**config.mk**
```make
export PLATFORM = sky130hd
export DESIGN_NAME = design_35
export DESIGN_NICKNAME = d
export VERILOG_FILES = /design/src/rtl/design_35.sv
export SDC_FILE = /design/constraint.sdc
export NUM_CORES = 1
export LEC_CHECK = 0
export CAP_MARGIN = 0
export CORE_UTILIZATION = 45
export DETAILED_ROUTE_END_ITERATION = 6
export GPL_ROUTABILITY_DRIVEN = 0
export MAX_ROUTING_LAYER = met4
export PLACE_DENSITY_LB_ADDON = 0.25
export SYNTH_ARGS = -nofsm -noshare
export SYNTH_HDL_FRONTEND = slang
export SYNTH_SLANG_ARGS = --single-unit
export TNS_END_PERCENT = 100
```
**constraint.sdc**
```tcl
create_clock -name clk -period 2.6 [get_ports clk]
set_input_delay 0.26 -clock clk [delete_from_list [all_inputs] [get_ports clk]]
set_output_delay 0.26 -clock clk [all_outputs]
set_load 0.03 [all_outputs]
```
**src/rtl/design_35.sv**
```systemverilog
// design_35: registered W-bit adder with a one-cycle start/valid handshake.
// Define DESIGN_35_ASSERT_EN to compile embedded SVA checks and their shadow registers.
module design_35 #(
    parameter int W = 8
) (
    input  logic         clk,
    input  logic         rst_n,
    input  logic         start,
    input  logic [W-1:0] a,
    input  logic [W-1:0] b,
    output logic [W-1:0] y,
    output logic         valid
);

    logic [W-1:0] w_sum;
    logic [W-1:0] r_y;
    logic         r_valid;

    // W-bit add: the carry-out is discarded, so the result is modulo 2^W
    assign w_sum = a + b;

    always_ff @(posedge clk or negedge rst_n) begin
        if (!rst_n) begin
            r_valid <= 1'b0;
            r_y     <= '0;
        end else begin
            r_valid <= start;
            if (start) begin
                r_y <= w_sum;
            end
        end
    end

    assign y     = r_y;
    assign valid = r_valid;

`ifdef DESIGN_35_ASSERT_EN
    logic [W-1:0] r_sh_a;
    logic [W-1:0] r_sh_b;
    logic [W-1:0] w_chk;

    // Operands of the previous cycle, kept apart from the datapath register
    always_ff @(posedge clk or negedge rst_n) begin
        if (!rst_n) begin
            r_sh_a <= '0;
            r_sh_b <= '0;
        end else begin
            r_sh_a <= a;
            r_sh_b <= b;
        end
    end

    assign w_chk = r_sh_a + r_sh_b;

    a_rst_valid : assert property (
        @(posedge clk) !rst_n |-> !valid
    ) else $error("reset/valid");

    a_latency : assert property (
        @(posedge clk) disable iff (!rst_n) start |=> valid
    ) else $error("latency/valid");

    a_datapath : assert property (
        @(posedge clk) disable iff (!rst_n) valid |-> (y == w_chk)
    ) else $error("datapath");
`endif

endmodule

```
==> results of run 1 <==
-- path summary, 6_finish.rpt --
check | slack [ns] | cells past startpoint | to | from
max reg2reg | 1.51 | 3 | y[6]$_DFFE_PN0P_ | y[6]$_DFFE_PN0P_
min reg2reg | 0.50 | 2 | y[1]$_DFFE_PN0P_ | y[1]$_DFFE_PN0P_
max | 0.53 | 8 | y[6]$_DFFE_PN0P_ | b[0]
min | 0.29 | 1 | y[0]$_DFFE_PN0P_ | rst_n
min in group clk | 0.50 | 2 | y[1]$_DFFE_PN0P_ | y[1]$_DFFE_PN0P_
max in group asynchronous | 2.01 | 1 | y[5]$_DFFE_PN0P_ | rst_n
-- kinds of logic after synthesis --
kind of cell,share of synthesized area [%]
XOR/XNOR,2.53
AO/OA/AOI/OAI,26.9
multiplexers,3.25
adder cells (fa/ha/maj),15.5
AND/OR/NAND/NOR,13.0
flip-flops,32.5
buffers and inverters,6.32
-- where the power goes --
group	switching, mW	internal, mW
clock	0.0606	0.0594
combinational	0.124	0.110
sequential	0.0117	0.163
-- flip-flops by register name, indices dropped and copies added (netlist names) --
| name | count |
|---|---|
| valid | 1 |
| y | 8 |
-- layer usage --
metal / vias to the layer above / routed length [um] / global-route usage [%]
met4: 0 / 0 / 7.26
met5: - / 0 / -
met2: 20 / 852 / 40.2
li1: 331 / - / -
met3: 0 / 75 / 4.89
met1: 317 / 773 / 28.9
-- placed cells by master, fill, tap and decap left out, types with 2 or more instances in the layout --
cell	count
clkdlybuf4s50_1	27
dfrtp_1	9
inv_1	8
ha_1	7
nand2_1	4
nor4_1	3
nor3_1	3
a211oi_1	3
clkbuf_4	3
o21a_1	2
nand3_1	2
o211ai_1	2
o2bb2ai_1	2
o21ai_0	2
mux2_2	2
-- worst max-delay path: stages --
cell	delay, ns
clkdlybuf4s50_1	0.47
ha_1	0.23
inv_1	0.07
fa_1	0.40
and2b_1	0.24
o31ai_2	0.09
a2111o_1	0.43
o211ai_2	0.06
-- area by class of cell --
cell class,count,area share (%)
multi-input cells,52,42.5
repair buffers,27,27.1
flip-flops and latches,9,22.6
inverters,9,3.38
clock buffers,4,2.63
well taps,15,1.88
-- per-stage QoR --
step | setup slack [ns] | total power, mW | instance area, um2 | utilization (%)
2_1_floorplan | 0.879 | 0.313 | 693 | -
3_3_place_gp | 0.357 | 0.405 | 972 | 71.2
3_5_place_dp | 0.278 | 0.411 | 972 | 71.2
4_1_cts | 0.547 | 0.529 | 998 | 73.1
5_1_grt | 0.454 | 0.558 | 998 | 73.1
6_report | 0.535 | 0.529 | 998 | 73.1
==> metrics.cfg, run 1 <==
[global_route]
grt_pass1_vias=585
grt_pass1_wl_mm=2.54
grt_max_degree=14
track_usage_pct=24.1
antenna_found_initial=0
grt.overflow.total=0

[yosys]
ys_seq_area_share_pct=32.5
synth_top_area_share_pct=32.5
synthTopCellsByArea=dfrtp_1 (32%), ha_1 (13%), inv_1 (4.3%)
synth_area_um2=693
ys_types=35
synthCells=72
synth_enable_flop_cells=0
syn-num-nets=99
ys_async_sr_fraction_pct=100
syn_area_per_cell_um2=9.63
synth.most_common_cell=dfrtp_1
synth_common_cells=dfrtp_1 (9), inv_1 (8), ha_1 (7)
synth_top_flop_cell=dfrtp_1
ys_ff_latch=9
synth_warnings=0
yosysTopAreaCell=dfrtp_1

[routing]
drtPass1Iterations=4
detail-route-antenna-nets=0
dr_total_vias=668
routed_wl_mm=1.70
post_drt_wl_per_cell_um=14.7
drtIter0Drc=8
drc=0
via_per_inst=5.76

[clocking]
post_cts_resized=0
cts_sinks=9
insertion_delay_ns=0.27
cts_tree=built
clk_pin_slew_worst_paths_ns=0.08
post_cts.repair.setup_buffers=0
clockBufferDepth=2
cts_made_buffers=3
ctsHoldBuffers=0
h-tree-depth=1
clk_root_buffer_cell=clkbuf_4

[timing]
timing.fmax_mhz=484
finClkSkew_ns=0
worstMarginPinSlew_ns=0.511
maxSlewViolCount=0
grt_setup_unrepaired=no
max-slew-margin-rel_pct=65.8
setup_viol=0
hold_viol_final=0
period_share_pct=79.4
fin_tns_setup_ns=0
fin_crit_ns=2.07
hold_ws_ns=0.288

[worst_hold_path]
hp-class=in -> async

[finish]
final_cells=116
drive_gt1_share_pct=8.91
multiInputGateArea_um2=424
antennaDiodeCount=0
regArea_um2=225
nets=129
n_fill_cell=102
synthToLayoutAreaGrowth_pct=44.0

[floorplanning]
die_w_um=41.2
initial_core_util_pct=50.7
die_area_mm2=0.00170
rows=13
core_area_mm2=0.00137
die_y_um=41.2
ioPinCount=28

[power]
p_per_area_mw_per_mm2=530
p_leak_nw=0.419
peakVddDrop_v=0.000332

[critical_path]
path_max_fanout=3
required_ns=2.79
critPathLaunchType=primary input
arrival_ns=2.26
end_kind=register
worstSetupPathType=in -> reg

[placement]
dp_hpwl_mm=1.31
dp.cells=112
io_buffers=27

[status]
status=complete, no violations

[flow_run]
drv_cap=0

Note: power is estimated with default switching activity, not from simulation.
==> run 2, diff against run 1 <==
--- a/config.mk
+++ b/config.mk
@@ -6,7 +6,7 @@
 export NUM_CORES = 1
 export LEC_CHECK = 0
 export CAP_MARGIN = 0
-export CORE_UTILIZATION = 45
+export CORE_UTILIZATION = 42
 export DETAILED_ROUTE_END_ITERATION = 6
 export GPL_ROUTABILITY_DRIVEN = 0
 export MAX_ROUTING_LAYER = met4
==> constraint.sdc (replaced) <==
create_clock -name clk -period 1.95 [get_ports clk]
set_input_delay 0.195 -clock clk [delete_from_list [all_inputs] [get_ports clk]]
set_output_delay 0.195 -clock clk [all_outputs]
set_load 0.03 [all_outputs]
==> metrics.cfg, run 2 (synthesized netlist as in run 1, its figures left out) <==
[status]
status=complete, no violations

[routing]
dr_total_vias=692  ; +3.6%
via_per_inst=5.72  ; -0.69%
detail-route-antenna-nets=0  ; unchanged
drc=0  ; unchanged
drtPass1Iterations=4  ; unchanged
routed_wl_mm=1.67  ; -2.1%
post_drt_wl_per_cell_um=13.8  ; -6.2%
drtIter0Drc=17  ; +9

[power]
seqPwrFrac_pct=33.5  ; +0.4 points
p_switching_mw=0.247  ; +26%
p_sw_share_pct=35.5  ; -1.6 points
p_per_area_mw_per_mm2=675  ; +27%
peakVddDrop_v=0.000631  ; +90%
pwr-share-comb_pct=45.6  ; +1.4 points
power.internal_mw=0.449  ; +35%
p_leak_nw=0.438  ; +4.5%
clkPwrFrac_pct=20.9  ; -1.8 points

[critical_path]
arrival_ns=2.04  ; -0.22 ns
ff2ff_setup_slack_ns=0.90  ; -0.61 ns
reg2reg_to=y[6]$_DFFE_PN0P_
worstSetupPathType=in -> reg
timing.rr.start=y[6]$_DFFE_PN0P_
path_max_fanout=3  ; unchanged
required_ns=2.14  ; -0.65 ns
end_kind=register
critPathLaunchType=primary input
rr_worst_depth=3  ; unchanged

[global_route]
track_usage_pct=20.3  ; -3.7 points
grt.overflow.total=0  ; unchanged
grt_pass1_wl_mm=2.67  ; +5.2%
grt_pass1_vias=627  ; +7.2%
antenna_found_initial=0  ; unchanged
grt_max_degree=13  ; -1

[timing]
maxSlewViolCount=0  ; unchanged
hold_ws_ns=0.235  ; -0.0533 ns
fin_crit_ns=1.85
finClkSkew_ns=0  ; unchanged
hold_viol_final=0  ; unchanged
max-slew-margin-rel_pct=70.9  ; +5.1 points
setup_viol=0  ; unchanged
grt_setup_unrepaired=no
worstMarginPinSlew_ns=0.435  ; -0.0768 ns
timing.fmax_mhz=542
period_share_pct=94.7

[floorplanning]
ioPinCount=28  ; unchanged
die_y_um=42.6  ; +3.3%
die_area_mm2=0.00182  ; +6.8%
rows=14  ; +1
initial_core_util_pct=45.5  ; -5.2 points
core_area_mm2=0.00152  ; +12%
die_w_um=42.6  ; +3.3%

[clocking]
insertion_delay_ns=0.26  ; about the same
h-tree-depth=1  ; unchanged
clk_pin_slew_worst_paths_ns=0.06  ; -0.02 ns
cts_tree=built
clk_root_buffer_cell=clkbuf_4
cts_sinks=9  ; unchanged
cts_made_buffers=3  ; unchanged
clockBufferDepth=2  ; unchanged

[finish]
synthToLayoutAreaGrowth_pct=48.9
largest_reg_flops=8  ; unchanged
multiInputGateArea_um2=427  ; +0.59%
nets=133  ; +3.1%
regArea_um2=225  ; unchanged
n_fill_cell=115  ; +13%
final_cell_mix=clkdlybuf4s50_1 (27), dfrtp_1 (9), inv_1 (8)
antennaDiodeCount=0  ; unchanged
drive_gt1_share_pct=13.3  ; +4.4 points
mostFrequentLayoutCell=clkdlybuf4s50_1
final_cells=121  ; +4.3%

[placement]
dp.cells=117  ; +4.5%
dp_hpwl_mm=1.28  ; -2.5%
io_buffers=27  ; unchanged

[worst_hold_path]
hp-class=in -> async

[flow_run]
drv_cap=0  ; unchanged

==> run 2: cell count changes in the layout (fill, tap and decap cells not counted), sizes merged <==
cell,delta
buf,+4
==> run 2: power by group through the flow <==
stage	Clock, mW	Sequential (mW)	Combinational (mW)
floorplan	0	0.301	0.117
global placement	0	0.237	0.311
detailed placement	0	0.238	0.315
CTS	0.153	0.234	0.317
global route	0.158	0.236	0.340
finish	0.146	0.233	0.318
==> run 2: worst max path at each step <==
stage,start,to,slack [ns]
after global placement,a[0],y[6]$_DFFE_PN0P_,-0.15
after floorplan,a[0],y[6]$_DFFE_PN0P_,0.29
after global routing,a[0],y[6]$_DFFE_PN0P_,0.005
after detailed placement,a[0],y[6]$_DFFE_PN0P_,-0.19
final,a[0],y[6]$_DFFE_PN0P_,0.10
after CTS,a[0],y[6]$_DFFE_PN0P_,0.06
==> run 2: what timing repair did <==
| action | 4_1_cts | 5_1_grt |
|---|---|---|
| gates resized for setup | 0 | 1 |
| hold buffers | 0 | 0 |
| setup buffers | 0 | 0 |
| setup endpoints to repair | 0 | 1 |
==> run 2: worst max-delay path, cell delays in order <==
cell	delay, ns
clkdlybuf4s50_1	0.46
ha_1	0.17
inv_1	0.05
fa_2	0.34
and2b_1	0.24
o31ai_2	0.08
a2111o_1	0.43
o211ai_2	0.06
==> run 2: through the flow <==
stage / TNS (ns) / power [mW] / utilization [%] / instance area (um2) / worst slack [ns]
after floorplan: 0 / 0.418 / - / 693 / 0.294
after global placement: -0.151 / 0.548 / 65.8 / 1000 / -0.151
after detailed placement: -0.190 / 0.552 / 65.8 / 1000 / -0.190
after CTS: 0 / 0.704 / 67.6 / 1030 / 0.0560
after global routing: 0 / 0.733 / 67.7 / 1030 / 0.00496
final: 0 / 0.697 / 67.7 / 1030 / 0.104
==> run 2: routing by layer <==
layer	wire (um)	GRT usage (%)	vias up	share of wire, %
met3	80	7.76	2	4.8
met1	708	20.9	332	43
li1	-	-	343	-
met5	0	-	-	0
met2	863	35.8	15	52
met4	12	5.63	0	0.72
==> run 2: final cells by class <==
type	instances	share of cell area (%)
multi-input combinational	52	41.3
clock buffer	4	2.55
timing repair buffer	31	29.1
sequential	9	21.8
inverter	9	3.27
tap	16	1.94
==> run 3, diff against run 2 <==
--- a/config.mk
+++ b/config.mk
@@ -10,7 +10,7 @@
 export DETAILED_ROUTE_END_ITERATION = 6
 export GPL_ROUTABILITY_DRIVEN = 0
 export MAX_ROUTING_LAYER = met4
-export PLACE_DENSITY_LB_ADDON = 0.25
+export PLACE_DENSITY = 0.84
 export SYNTH_ARGS = -nofsm -noshare
 export SYNTH_HDL_FRONTEND = slang
 export SYNTH_SLANG_ARGS = --single-unit
==> metrics.cfg, run 3 (synthesized netlist as in run 1, its figures left out) <==
[status]
status=complete, no violations

[floorplanning]
die_w_um=42.6  ; unchanged
ioPinCount=28  ; unchanged
rows=14  ; unchanged
core_area_mm2=0.00152  ; unchanged
die_area_mm2=0.00182  ; unchanged
initial_core_util_pct=45.5  ; unchanged
die_y_um=42.6  ; unchanged

[global_route]
grt_max_degree=13  ; unchanged
grt_pass1_vias=707  ; +13%
grt.overflow.total=0  ; unchanged
antenna_found_initial=0  ; unchanged
grt_pass1_wl_mm=2.87  ; +7.5%
track_usage_pct=22.0  ; +1.6 points

[finish]
final_cell_mix=clkdlybuf4s50_1 (27), dfrtp_1 (9), inv_1 (8)
synthToLayoutAreaGrowth_pct=48.9  ; unchanged
mostFrequentLayoutCell=clkdlybuf4s50_1
drive_gt1_share_pct=13.3  ; unchanged
postLayoutCoreUtil_pct=67.7  ; unchanged
regArea_um2=225  ; unchanged
n_fill_cell=122  ; +6.1%
multiInputGateArea_um2=427  ; unchanged
antennaDiodeCount=0  ; unchanged
largest_reg_flops=8  ; unchanged
final_cells=121  ; unchanged
nets=133  ; unchanged

[critical_path]
path_delay_family=compound AO/OA/AOI/OAI gates
required_ns=2.14  ; about the same
slowest_stage=clkdlybuf4s50_1
path_max_fanout=2  ; -1
slowest_delay_ns=0.46  ; about the same
arrival_ns=2.06  ; +0.02 ns
end_kind=register
critical_path.cell_chain=clkdlybuf4s50_1 > ha_1 > inv_1 > fa_2 > and2b_1 > o31ai_2 > a2111o_1 > o211ai_2
crit_buf_inv=2  ; unchanged
critPathLaunchType=primary input
worstSetupPathType=in -> reg

[routing]
drc=0  ; unchanged
route.met2.wl_um=900  ; +4.3%
drtPass1Iterations=4  ; unchanged
top_layer=met4
post_drt_wl_per_cell_um=14.1  ; +2.6%
met1_length_um=682  ; -3.7%
routed-wl-met3_um=99  ; +24%
drtIter0Drc=14  ; -3
via_per_inst=5.77  ; +0.87%
routed_wl_mm=1.71  ; +2.6%
dr_total_vias=698  ; +0.87%
detail-route-antenna-nets=0  ; unchanged

[clocking]
cts_made_buffers=3  ; unchanged
post_cts.repair.setup_buffers=0  ; unchanged
cts_tree=built
clk_root_buffer_cell=clkbuf_4
insertion_delay_ns=0.26  ; about the same
clockBufferDepth=2  ; unchanged
cts_sinks=9  ; unchanged
h-tree-depth=1  ; unchanged
clk_pin_slew_worst_paths_ns=0.06  ; about the same
ctsHoldBuffers=0  ; unchanged
post_cts_resized=0  ; unchanged

[timing]
period_share_pct=95.9  ; +1.2 points
fin_crit_ns=1.87  ; +0.0243 ns
max-slew-margin-rel_pct=71.5  ; +0.54 points
timing.fmax_mhz=535  ; -1.3%
finClkSkew_ns=0  ; unchanged
setup_ws_ns=0.0798  ; -0.0243 ns
setup_viol=0  ; unchanged
maxSlewViolCount=0  ; unchanged
worstMarginPinSlew_ns=0.427  ; -0.00803 ns
hold_viol_final=0  ; unchanged
grt_setup_unrepaired=no
hold_ws_ns=0.239  ; +0.00446 ns

[placement]
dp.cells=117  ; unchanged
io_buffers=27  ; unchanged
dp_hpwl_mm=1.32  ; +3.3%
place_ws_ns=-0.201  ; -0.0110 ns

[worst_hold_path]
hp-class=in -> async

[flow_run]
drv_cap=0  ; unchanged

[power]
p_leak_nw=0.437  ; about the same
p_per_area_mw_per_mm2=673  ; -0.37%
peakVddDrop_v=0.000522  ; -17%

==> run 3: cell counts in the layout (fill, tap and decap cells not counted) <==
No cell type changed its count.
==> run 3: layout make-up <==
class                      count  area share, %
clock buffer                   4           2.55
inverter                       9           3.27
multi-input combinational     52           41.3
sequential                     9           21.8
tap                           16           1.94
timing repair buffer          31           29.1
==> run 3: final timing paths <==
kind	to	slack, ns	cells after the start	startpoint
worst max-delay path	y[6]$_DFFE_PN0P_	0.08	8	a[0]
worst min-delay path	y[1]$_DFFE_PN0P_	0.24	1	rst_n
worst max register to register	y[6]$_DFFE_PN0P_	0.89	3	y[6]$_DFFE_PN0P_
worst min register to register	y[1]$_DFFE_PN0P_	0.49	2	y[1]$_DFFE_PN0P_
max in group asynchronous	y[3]$_DFFE_PN0P_	1.41	1	rst_n
min in group clk	y[1]$_DFFE_PN0P_	0.49	2	y[1]$_DFFE_PN0P_
==> run 3: layer usage <==
| layer | vias to the layer above | GRT usage (%) |
|---|---|---|
| met3 | 4 | 8.19 |
| li1 | 339 | - |
| met4 | 0 | 8.13 |
| met5 | - | - |
| met2 | 27 | 38.8 |
| met1 | 328 | 21.6 |
==> run 3: stage by stage <==
stage	TNS, ns	total power [mW]	area (um2)
final	0	0.694	1030
after CTS	0	0.702	1030
after global routing	0	0.741	1030
after global placement	-0.171	0.546	1000
after detailed placement	-0.209	0.553	1000
after floorplan	0	0.418	693
==> run 3: where the power goes <==
group / internal, mW / switching, mW
Combinational: 0.152 / 0.167
Sequential: 0.218 / 0.0157
Clock: 0.0787 / 0.0625
Total: 0.449 / 0.245
